## config.mk

```make
export PLATFORM = sky130hd
export DESIGN_NAME = ex_ctrl_seq
export DESIGN_NICKNAME = d
export VERILOG_FILES = /design/src/rtl/ex_ctrl_seq.sv
export SDC_FILE = /design/constraint.sdc
export NUM_CORES = 1
export LEC_CHECK = 0
export CAP_MARGIN = 20
export CORE_MARGIN = 8
export CORE_UTILIZATION = 35
export DETAILED_ROUTE_END_ITERATION = 10
export PLACE_DENSITY = 0.67
export REMOVE_ABC_BUFFERS = 1
export SETUP_SLACK_MARGIN = 0.02
export SYNTH_ARGS = -nofsm -noshare
export SYNTH_HDL_FRONTEND = slang
export SYNTH_SLANG_ARGS = --single-unit
```

## constraint.sdc

```tcl
create_clock -name clk -period 1.9 [get_ports clk]
set_input_delay 0.38 -clock clk [delete_from_list [all_inputs] [get_ports clk]]
set_output_delay 0.38 -clock clk [all_outputs]
set_load 0.01 [all_outputs]
```

## src/rtl/ex_ctrl_seq.sv

```systemverilog
// Registered execute-stage control: decodes the type flags into datapath selects and owns the
// branch flush sequence and the memory-wait stall. Define MEM_TIMEOUT_EN to add a MEMWAIT watchdog.
module ex_ctrl_seq #(
  parameter int unsigned FLUSH_CYCLES = 2,
  parameter int unsigned MEM_TIMEOUT  = 15
) (
  input  logic       clk,
  input  logic       rst,
  input  logic       BrEq_in,
  input  logic       BrLT_in,
  input  logic [3:0] funct_in,
  input  logic [1:0] ALUOp_in,
  input  logic [2:0] ImmSel_in,
  input  logic       R_in,
  input  logic       I_L_in,
  input  logic       I_C_in,
  input  logic       JALR_in,
  input  logic       S_in,
  input  logic       B_in,
  input  logic       LUI_in,
  input  logic       AUIPC_in,
  input  logic       JAL_in,
  input  logic       mem_ready,
  output logic       PCSel,
  output logic       flush,
  output logic       stall,
  output logic       RegWEn,
  output logic       MemEn,
  output logic       MemRW,
  output logic [1:0] WBSel,
  output logic       ASel,
  output logic       BSel,
  output logic       BrUn,
  output logic [3:0] ALUSel,
  output logic [2:0] ImmSel_out,
  output logic       mem_err
);

  typedef enum logic [1:0] {
    StRun     = 2'd0,
    StFlush   = 2'd1,
    StMemWait = 2'd2
  } state_e;

  state_e     r_state, w_state;
  logic [2:0] r_fcnt, w_fcnt;
  logic       r_pc_sel, w_pc_sel;
  logic       r_flush, w_flush;
  logic       r_stall, w_stall;
  logic       r_reg_wen, w_reg_wen;
  logic       r_mem_en, w_mem_en;
  logic       r_mem_rw, w_mem_rw;
  logic       r_a_sel, w_a_sel;
  logic       r_b_sel, w_b_sel;
  logic       r_br_un, w_br_un;
  logic       r_mem_err, w_mem_err;
  logic [1:0] r_wb_sel, w_wb_sel;
  logic [3:0] r_alu_sel, w_alu_sel;
  logic [2:0] r_imm_sel, w_imm_sel;

  // Resolve overlapping type flags down to a single winner.
  logic w_jal, w_jalr, w_b, w_s, w_il, w_ic, w_r, w_auipc, w_lui;
  always_comb begin
    {w_jal, w_jalr, w_b, w_s, w_il, w_ic, w_r, w_auipc, w_lui} = '0;
    if (JAL_in)        w_jal   = 1'b1;
    else if (JALR_in)  w_jalr  = 1'b1;
    else if (B_in)     w_b     = 1'b1;
    else if (S_in)     w_s     = 1'b1;
    else if (I_L_in)   w_il    = 1'b1;
    else if (I_C_in)   w_ic    = 1'b1;
    else if (R_in)     w_r     = 1'b1;
    else if (AUIPC_in) w_auipc = 1'b1;
    else if (LUI_in)   w_lui   = 1'b1;
  end

  logic       w_taken, w_redirect, w_mem_op;
  logic [3:0] w_alu_dec;
  assign w_taken    = (funct_in[2] ? BrLT_in : BrEq_in) ^ funct_in[0];
  assign w_redirect = w_jal | w_jalr | (w_b & w_taken);
  assign w_mem_op   = w_il | w_s;

  always_comb begin
    w_alu_dec = 4'b0000;
    if (w_lui) begin
      w_alu_dec = 4'b1111;
    end else if (ALUOp_in == 2'b10) begin
      w_alu_dec = funct_in;
    end else if (ALUOp_in == 2'b11) begin
      // Only SRAI keeps inst[30]; other immediates reuse that bit as immediate data.
      w_alu_dec = {funct_in[3] & (funct_in[2:0] == 3'b101), funct_in[2:0]};
    end
  end

  logic w_timeout;
`ifdef MEM_TIMEOUT_EN
  logic [7:0] r_wcnt, w_wcnt;
  assign w_timeout = (r_wcnt + 8'd1) == 8'(MEM_TIMEOUT);

  always_comb begin
    w_wcnt = r_wcnt + 8'd1;
    if (r_state != StMemWait) w_wcnt = 8'd0;
  end

  always_ff @(posedge clk or posedge rst) begin
    if (rst) r_wcnt <= 8'd0;
    else     r_wcnt <= w_wcnt;
  end
`else
  logic w_unused_timeout;
  assign w_timeout        = 1'b0;
  assign w_unused_timeout = ^8'(MEM_TIMEOUT);
`endif

  always_comb begin
    w_state   = r_state;
    w_fcnt    = r_fcnt;
    w_pc_sel  = 1'b0;
    w_flush   = 1'b0;
    w_stall   = 1'b0;
    w_reg_wen = 1'b0;
    w_mem_en  = 1'b0;
    w_mem_rw  = r_mem_rw;
    w_a_sel   = r_a_sel;
    w_b_sel   = r_b_sel;
    w_br_un   = r_br_un;
    w_wb_sel  = r_wb_sel;
    w_alu_sel = r_alu_sel;
    w_imm_sel = r_imm_sel;
    w_mem_err = r_mem_err;
    unique case (r_state)
      StRun: begin
        w_alu_sel = w_alu_dec;
        w_a_sel   = w_b | w_auipc | w_jal;
        w_b_sel   = ~w_r;
        w_br_un   = funct_in[1];
        w_imm_sel = ImmSel_in;
        w_reg_wen = w_r | w_ic | w_jalr | w_lui | w_auipc | w_jal;
        w_wb_sel  = (w_jal | w_jalr) ? 2'd2 : (w_il ? 2'd0 : 2'd1);
        w_mem_en  = w_mem_op;
        w_mem_rw  = w_s;
        w_stall   = w_mem_op;
        if (w_redirect) begin
          w_pc_sel = 1'b1;
          w_flush  = 1'b1;
          w_fcnt   = 3'(FLUSH_CYCLES);
          w_state  = StFlush;
        end else if (w_mem_op) begin
          w_state = StMemWait;
        end
      end
      StFlush: begin
        w_fcnt  = r_fcnt - 3'd1;
        w_flush = 1'b1;
        if (r_fcnt <= 3'd1) begin
          w_flush = 1'b0;
          w_state = StRun;
        end
      end
      StMemWait: begin
        w_mem_en = 1'b1;
        w_stall  = 1'b1;
        if (mem_ready) begin
          w_mem_en  = 1'b0;
          w_stall   = 1'b0;
          w_reg_wen = ~r_mem_rw;
          w_state   = StRun;
        end else if (w_timeout) begin
          w_mem_en  = 1'b0;
          w_stall   = 1'b0;
          w_mem_err = 1'b1;
          w_state   = StRun;
        end
      end
      default: w_state = StRun;
    endcase
  end

  always_ff @(posedge clk or posedge rst) begin
    if (rst) begin
      r_state   <= StRun;
      r_fcnt    <= 3'd0;
      r_pc_sel  <= 1'b0;
      r_flush   <= 1'b0;
      r_stall   <= 1'b0;
      r_reg_wen <= 1'b0;
      r_mem_en  <= 1'b0;
      r_mem_rw  <= 1'b0;
      r_a_sel   <= 1'b0;
      r_b_sel   <= 1'b0;
      r_br_un   <= 1'b0;
      r_mem_err <= 1'b0;
      r_wb_sel  <= 2'd0;
      r_alu_sel <= 4'd0;
      r_imm_sel <= 3'd0;
    end else begin
      r_state   <= w_state;
      r_fcnt    <= w_fcnt;
      r_pc_sel  <= w_pc_sel;
      r_flush   <= w_flush;
      r_stall   <= w_stall;
      r_reg_wen <= w_reg_wen;
      r_mem_en  <= w_mem_en;
      r_mem_rw  <= w_mem_rw;
      r_a_sel   <= w_a_sel;
      r_b_sel   <= w_b_sel;
      r_br_un   <= w_br_un;
      r_mem_err <= w_mem_err;
      r_wb_sel  <= w_wb_sel;
      r_alu_sel <= w_alu_sel;
      r_imm_sel <= w_imm_sel;
    end
  end

  assign PCSel      = r_pc_sel;
  assign flush      = r_flush;
  assign stall      = r_stall;
  assign RegWEn     = r_reg_wen;
  assign MemEn      = r_mem_en;
  assign MemRW      = r_mem_rw;
  assign WBSel      = r_wb_sel;
  assign ASel       = r_a_sel;
  assign BSel       = r_b_sel;
  assign BrUn       = r_br_un;
  assign ALUSel     = r_alu_sel;
  assign ImmSel_out = r_imm_sel;
  assign mem_err    = r_mem_err;

endmodule

```

Word level (Yosys, flattened, before mapping)
Cells that the tools add are included.
{"block": "classes", "magnitude_cmp": 1, "n_addsub": 1, "n_mux": 66, "bitwise": 15, "eq_ne": 9, "reduce_logical": 4}
{"cell": "2-to-1 mux 1 bit", "count": 52}
{"cell": "2-to-1 mux 4 bit", "count": 3}
{"cell": "2-to-1 mux 2 bit", "count": 5}
{"cell": "bitwise OR 1 bit", "count": 10}
{"cell": "== test 2 bit, second input constant", "count": 3}
{"cell": "inequality test 2 bit, second input constant", "count": 3}
{"cell": "one-hot mux 1 bit (2 select lines)", "count": 3}
{"cell": "one-hot mux 2 bit (3 select lines)", "count": 1}
{"cell": "one-hot mux 3 bit (2 select lines)", "count": 1}
{"cell": "== test 3 bit, second input constant", "count": 1}
{"cell": "less-or-equal comparator 3 x 1 -> 1 bit, second input constant", "count": 1}
{"cell": "2-to-1 mux 3 bit", "count": 1}
{"cell": "inequality test 3 bit, second input constant", "count": 1}
{"cell": "AND reduction 3 bit", "count": 1}
{"cell": "subtractor 3 x 1 -> 3 bit, second input constant", "count": 1}
{"cell": "AND 1 bit", "count": 2}
{"cell": "== test 2 x 1 -> 1 bit, second input constant", "count": 1}
{"cell": "logical NOT 2 bit", "count": 1}
{"cell": "NOT 1 bit", "count": 2}
{"cell": "AND reduction 2 bit", "count": 1}
{"cell": "nonzero test 2 bit", "count": 1}
{"cell": "XOR 1 bit", "count": 1}
{"block": "totals", "regBits": 22, "elab_cells": 109}

Depth between registers and ports, before layout
{"block": "depth", "word_depth": 13, "mapped_depth": 5}

Worst setup path before layout
Ideal clock, no wire load.
{"block": "synth_path", "kind": "input port to flip-flop", "from": "input funct_in[2]", "to": "register r_fcnt[0]", "required_time_ns": 1.779, "t_arrival_ns": 1.218, "setup_ns": 0.121, "path_buffers": 0, "path_slack_ns": 0.561, "stages": 4, "cell_sequence": "mux2i_1 > mux2i_1 > o31ai_4 > a22o_1"}
{"block": "synth_via", "elab_chain_len": 6}
{"element": "start: declaration", "line_no": "11", "source": "input logic [3:0] funct_in,"}
{"element": "2-to-1 mux 1 bit", "line_no": "78", "source": "assign w_taken = (funct_in[2] ? BrLT_in : BrEq_in) ^ funct_in[0];"}
{"element": "XOR 1 bit", "line_no": "78"}
{"element": "AND 1 bit", "line_no": "79", "source": "assign w_redirect = w_jal | w_jalr | (w_b & w_taken);"}
{"element": "bitwise OR 1 bit", "line_no": "79"}
{"element": "inequality test 2 bit (no line)"}
{"element": "AND reduction 2 bit (no line)"}
{"element": "end signal: assignment", "line_no": "197", "source": "r_fcnt <= w_fcnt;"}
{"element": "end: declaration", "line_no": "46", "source": "logic [2:0] r_fcnt, w_fcnt;"}
Every way passes these cells.
A chain may end at the register's enable or synchronous reset.

Final worst setup path
Ends and elaborated chain as after synthesis.

==> summary.txt <==
Global routing
  – Total global-route track usage: 10.2%
  – First-pass GRT wire length: 4170 µm
  – Gr ovfl total: 0
  – Initial antenna violation count: 0
  – Maximum number of pins on one net before global-route repair: 23
  – Vias in the first global route: 974

Critical path
  – Crit path cell chain: clkdlybuf4s50_1, mux2i_1, mux2i_1, buf_4, o31ai_4, a22o_1
  – Crit path max-delay family: buffers and inverters
  – Setup CP Type: in -> reg
  – Critical path required time: 2090 ps
  – CP most frequent cell: mux2i_1
  – Max incr delay on CP: 520 ps
  – CP Buf/Inv Count: 2
  – Crit path launch type: input pin
  – CP max FO: 5
  – Critical Path Slowest Stage Cell: clkdlybuf4s50_1
  – Crit end category: flop
  – Critical Path AT: 1790 ps

Drt
  – First-pass DRT Iterations: 4
  – Vias per cell: 5.05
  – Via count: 874
  – Drt drc: 0
  – Starting DRT DRC Count: 15
  – Wire per inst: 14.0 µm
  – Post-route ant nets: 0
  – Drt total wl: 2420 µm

Clock network
  – Post-CTS Setup Repair Bufs: 0
  – CTS tree: built
  – Hold_buf cts: 0
  – Worst skew pair latency: 290 ps
  – Clock tree sinks: 22
  – Post-cts gate resize count: 0
  – Worst-path clk slew: 110 ps
  – Bufs on Longest Clock Path: 2
  – H-Tree Level Count: 1
  – Clk root buf: clkbuf_4
  – Total CTS buffers: 3

Finish
  – Proportion of layout cells with a drive suffix above 1: 9.15%
  – Layout area overhead: 45.3%
  – Core Util, Final: 54.3%
  – Non-Filler Instances: 173
  – Final net count: 169
  – Antenna cells: 0
  – Design Area, Final: 1510 µm²

STA
  – RSZ-0062 raised after global routing: no
  – Maximum clock rate: 0.624 GHz
  – Clock Skew: 3.34 ps
  – Final setup violation count: 0
  – Hold_ws: 405 ps
  – Final Hold Fails: 0
  – Fin worst setup slack: 297 ps
  – Final worst path period need: 1600 ps
  – Final worst path period share: 84.3%
  – Final Max Tran Viols: 0

Yosys
  – XOR/XNOR Fraction of Synth Area: 0%
  – Multiplexer share of the synthesized area: 8.43%
  – Share of the synthesized area in the top cell type: 53.0%
  – Yosys warns: 0
  – Post-Syn Area per Cell: 10.6 µm²
  – Post-Syn Instances: 98
  – Synth Register Bits: 22
  – Compound-Gate Fraction of Synth Area: 16.9%
  – Adder-cell share of the synthesized area: 2.41%
  – Seq/Total Area, Yosys: 53.0%
  – Post-Syn Area: 1040 µm²
  – Largest cells by area after synthesis: dfrtp_1 53%, mux2_1 5.4%, a21oi_1 5.3%
  – Synth cell types: 31
  – Largest family of logic cells by synthesized area: compound AO/OA/AOI/OAI gates
  – Synth area leader: dfrtp_1
  – Simple logic cell fraction of the synthesized area: 12.9%

Placement
  – Buffers added on ports: 40
  – Setup WS pre-CTS: -27.5 ps
  – Post-DP Area: 1490 µm²
  – Final HPWL DP: 2030 µm
  – DP Cell Count: 170
  – Placer Congestion: 0.792

Floorplan
  – Die height: 70.5 µm
  – Initial Util: 37.3%
  – Core ar.: 2780 µm²
  – Site Rows: 19
  – Num ports: 42
  – Die X: 70.5 µm
  – Die Footprint: 4970 µm²

Pwr
  – Power Dens Cells: 1210 nW/µm²
  – Max VDD drop: 0.000732 V
  – Leakage Power: 0.000640 µW

Min path
  – Hold Crit Class: in -> async

Job
  – Max-cap violations: 0

Outcome
  – Outcome: finished clean
-- area by class of cell --
| class | count | area (µm²) |
|---|---|---|
| Clock buffer | 3 | 22.5 |
| Fill cell | 261 | 1270 |
| Inverter | 7 | 26.3 |
| Multi-Input combinational cell | 64 | 425 |
| Sequential cell | 22 | 551 |
| Tap cell | 31 | 38.8 |
| Timing Repair Buffer | 46 | 445 |
-- cells by family (layout without fill, tap and decap cells) --
group,after synthesis,after routing
AND/OR/NAND/NOR,27,27
AO/OA/AOI/OAI,26,26
flip-flops,22,22
buffers and inverters,12,56
multiplexers,8,8
adder cells (fa/ha/maj),2,2
other,1,1
-- where the power goes --
part / switching (µW) / internal (µW)
logic: 354 / 491
clock network: 125 / 73.7
registers: 120 / 656
total: 599 / 1220
-- synthesized netlist by cell type --
cell,count
nand4_1,1
buf_4,2
conb_1,1
nor3_1,2
mux2_2,1
a32oi_1,1
a22o_1,2
mux2i_1,2
a311oi_1,1
and4_1,1
dfrtp_1,22
buf_6,1
nor3_2,1
o21ai_0,3
ha_1,2
or2_1,1
inv_1,6
a21oi_1,11
inv_2,1
and4b_1,1
buf_2,2
o21bai_1,1
o21a_1,1
nand2b_1,2
o31ai_4,1
nand3_1,2
mux2_1,5
nand2_1,2
nor2_1,14
a2bb2oi_1,1
a31oi_1,4
-- cell usage in the layout, fill, tap and decap left out, drive strengths merged, types with 3 or more instances in the layout --
cell / n
o21ai: 3
buf: 6
nor2: 14
mux2: 6
a21oi: 11
inv: 7
dfrtp: 22
nor3: 3
clkdlybuf4s50: 40
a31oi: 4
clkbuf: 3
-- state kept, by name (all words and copies together) (netlist names) --
| name | flops |
|---|---|
| flush | 1 |
| RegWEn | 1 |
| PCSel | 1 |
| ImmSel_out | 3 |
| r_fcnt | 3 |
| MemRW | 1 |
| ALUSel | 4 |
| r_state | 2 |
| MemEn | 1 |
| BSel | 1 |
| ASel | 1 |
| BrUn | 1 |
| WBSel | 2 |
-- metal layers --
layer | wire (µm) | up-vias | GRT usage [%]
met5 | 0 | - | 0
met4 | 15 | 0 | 4.02
li1 | - | 434 | -
met3 | 239 | 2 | 5.37
met1 | 959 | 411 | 10.0
met2 | 1210 | 27 | 17.5
-- per-stage QoR --
stage | power, µW | setup TNS [ps]
after floorplan | 1170 | 0
after global placement | 1620 | 0
after detailed placement | 1660 | -27.5
after CTS | 1860 | 0
after global routing | 1970 | 0
final | 1820 | 0
-- final timing paths --
check	start	endpoint	slack [ps]	depth (start not counted)
max	funct_in[2]	r_fcnt[0]$_DFFE_PP0P_	300	6
min	rst	flush$_DFF_PP0_	410	3
max reg2reg	r_state[0]$_DFFE_PP0P_	ImmSel_out[1]$_DFFE_PP0P_	520	3
min reg2reg	WBSel[1]$_DFFE_PP0P_	WBSel[1]$_DFFE_PP0P_	500	1
max in group asynchronous	rst	ALUSel[2]$_DFFE_PP0P_	1270	3
min in group clk	WBSel[1]$_DFFE_PP0P_	WBSel[1]$_DFFE_PP0P_	500	1
-- tightest hold or removal path, cell delays in order --
cell             delay, ps
clkdlybuf4s50_1        390
inv_1                   50
buf_4                  280
Power figures use the tool's default switching activity.
==> patch, RTL diff (same flow settings) <==
Re-encode `state_e` (3 states) as one-hot, 3 bits wide.
--- a/src/rtl/ex_ctrl_seq.sv
+++ b/src/rtl/ex_ctrl_seq.sv
@@ -37,8 +37,8 @@
 );
 
-  typedef enum logic [1:0] {
-    StRun     = 2'd0,
-    StFlush   = 2'd1,
-    StMemWait = 2'd2
+  typedef enum logic [2:0] {
+    StRun     = 3'b001,
+    StFlush   = 3'b010,
+    StMemWait = 3'b100
   } state_e;
 
Behaviour: same outputs for any inputs over 10 cycles, from zero or initial values and one cycle with rst high; not proved beyond that.
==> patch against the unedited design <==
  * Combinational power increased by 22%
  * Clock power increased by 16%
  * Die area increased by 4.5%
  * Area after synthesis increased by 5.9%
  * Worst hold slack got worse by 30 ps
  * Largest cell class unchanged
  * Sequential power increased by 5.4%
  * Global-route usage increased by 0.51 points
  * Wire length increased by 8.8%
  * Setup slack got worse by 33 ps
  * Final cell count increased by 18%
  * Final area increased by 6.2%
  * Power increased by 14%
  * Sequential cell count increased by 1
==> patch: results (changes against the unedited design) <==
outcome = finished clean (unchanged)
Main synth FF type = dfrtp_1 (unchanged)
pin count of the biggest net entering global routing = 24 (was 23)
PortBufs = 40 (unchanged)
Post-Synthesis Cells = 115 (was 98)
drt via density = 4.66 (was 5.05)
Hold WC Path Type = in -> async (unchanged)
Clock Tree Root = clkbuf_4 (unchanged)
global-route wire length before repair = 4.40 mm (was 4.17 mm)
Distinct cells, synth = 33 (was 31)
critical path's top delay family = buffers and inverters (unchanged)
gpl congestion = 0.796 (was 0.792)
Finished Layout Cells = 205 (was 173)
Clock Latency Late Sink = 320 ps (was 290 ps)
Peak supply drop = 0.589 mV (was 0.732 mV)
final net count = 187 (was 169)
Leakage = 0.700 nW (was 0.640 nW)
Clock Skew = 11.5 ps (was 3.34 ps)
max reg flops = 4 (unchanged)
Routed WL per cell = 12.9 um (was 14.0 um)
switching share of total power = 0.367 (was 0.329)
layout cells sized above 1 = 0.0994 (was 0.0915)
Placed Cells = 201 (was 170)
YS warnings = 0 (unchanged)
Ant. Diodes = 0 (unchanged)
Crit Path Max Fanout = 2 (was 5)
Detailed Place HPWL = 2.15 mm (was 2.03 mm)
register area share after synthesis = 0.524 (was 0.530)
CP peak stage delay = 550 ps (was 520 ps)
postcts setup bufs = 0 (unchanged)
DR pass1 iterations = 4 (unchanged)
number of global-route vias before repair = 992 (was 974)
FFs w/ async S/R, synth = 1.00 (unchanged)
DR iter-0 viols = 24 (was 15)
worst endpoint data arrival time = 1260 ps (was 1790 ps)
Fillers = 280 (was 261)
Clock transition at path regs = 140 ps (was 110 ps)
Max Buffers Root-to-Sink = 2 (unchanged)
initial antenna violation count = 0 (unchanged)
H-tree levels = 1 (unchanged)
total global routing overflow = 0 (unchanged)
GRT Resource Usage Total = 0.107 (was 0.102)
Num CTS Buffers = 3 (unchanged)
Commonest cells post-synth = dfrtp_1, nand2_1, nor2_1 (was dfrtp_1, nor2_1, a21oi_1)
top cells by area, synth = dfrtp_1, nand2_1, a21oi_1, nor2_1, nand2b_1 (was dfrtp_1, mux2_1, a21oi_1, nor2_1, a31oi_1)
post-cts sizing count = 0 (unchanged)
Crit-path slowest cell = clkdlybuf4s50_1 (unchanged)
## patch: cell count changes in the layout (fill, tap and decap cells not counted), sizes merged, moves of 2 or more
cell / unedited run / this run
a31oi: 4 / 2
nand2b: 2 / 5
mux2: 6 / 1
nor3b: 0 / 2
nand2: 2 / 22
inv: 7 / 5
## patch: power by group through the flow
stage	Sequential [mW]	Combinational [mW]	Clock, mW
final	0.818	1.03	0.231
after global routing	0.847	1.15	0.258
after floorplan	0.890	0.439	0
after CTS	0.822	1.06	0.238
after global placement	0.823	1.03	0
after detailed placement	0.831	1.05	0
## patch: worst paths after layout
check	startpoint	end	slack (ps)	depth (start not counted)
max reg2reg	r_fcnt[1]	r_state[0]	440	6
max in group asynchronous	rst	r_state[0]	1230	3
max	WBSel[1]	WBSel[1]	260	1
min	rst	ImmSel_out[1]	370	3
min reg2reg	BrUn	BrUn	490	2
min in group clk	BrUn	BrUn	490	2
## patch: layout make-up
| class | count | area share |
|---|---|---|
| Sequential cell | 23 | 0.360 |
| Clock buffer | 3 | 0.0141 |
| Clock inverter | 1 | 0.00312 |
| Inverter | 5 | 0.0117 |
| Multi-Input combinational cell | 83 | 0.299 |
| Timing Repair Buffer | 46 | 0.278 |
| Tap cell | 44 | 0.0343 |
## patch: cells by family after synthesis
family,Yosys count,synth area share
XOR/XNOR,1,0.00797
AO/OA/AOI/OAI,25,0.151
buffers and inverters,9,0.0398
multiplexers,2,0.0227
flip-flops,23,0.524
adder cells (fa/ha/maj),2,0.0227
AND/OR/NAND/NOR,52,0.228
other,1,0.00341
## patch: through the flow
| step | cell area [um^2] | TNS (ps) | total power [mW] | worst slack (ps) |
|---|---|---|---|---|
| floorplan | 1070 | 0 | 1.33 | 609 |
| global placement | 1580 | 0 | 1.86 | 28.0 |
| detailed placement | 1580 | -34.3 | 1.88 | -22.2 |
| CTS | 1600 | 0 | 2.12 | 252 |
| global route | 1600 | 0 | 2.26 | 209 |
| finish | 1600 | 0 | 2.08 | 264 |
## patch: layer usage
layer,part of all wire,vias to the layer above,wire [um],GRT usage
li1,-,472,-,-
met1,0.42,452,1120,0.116
met2,0.50,30,1320,0.186
met3,0.067,2,177,0.0372
met4,0.0057,0,15,0.0408
met5,0,-,0,0
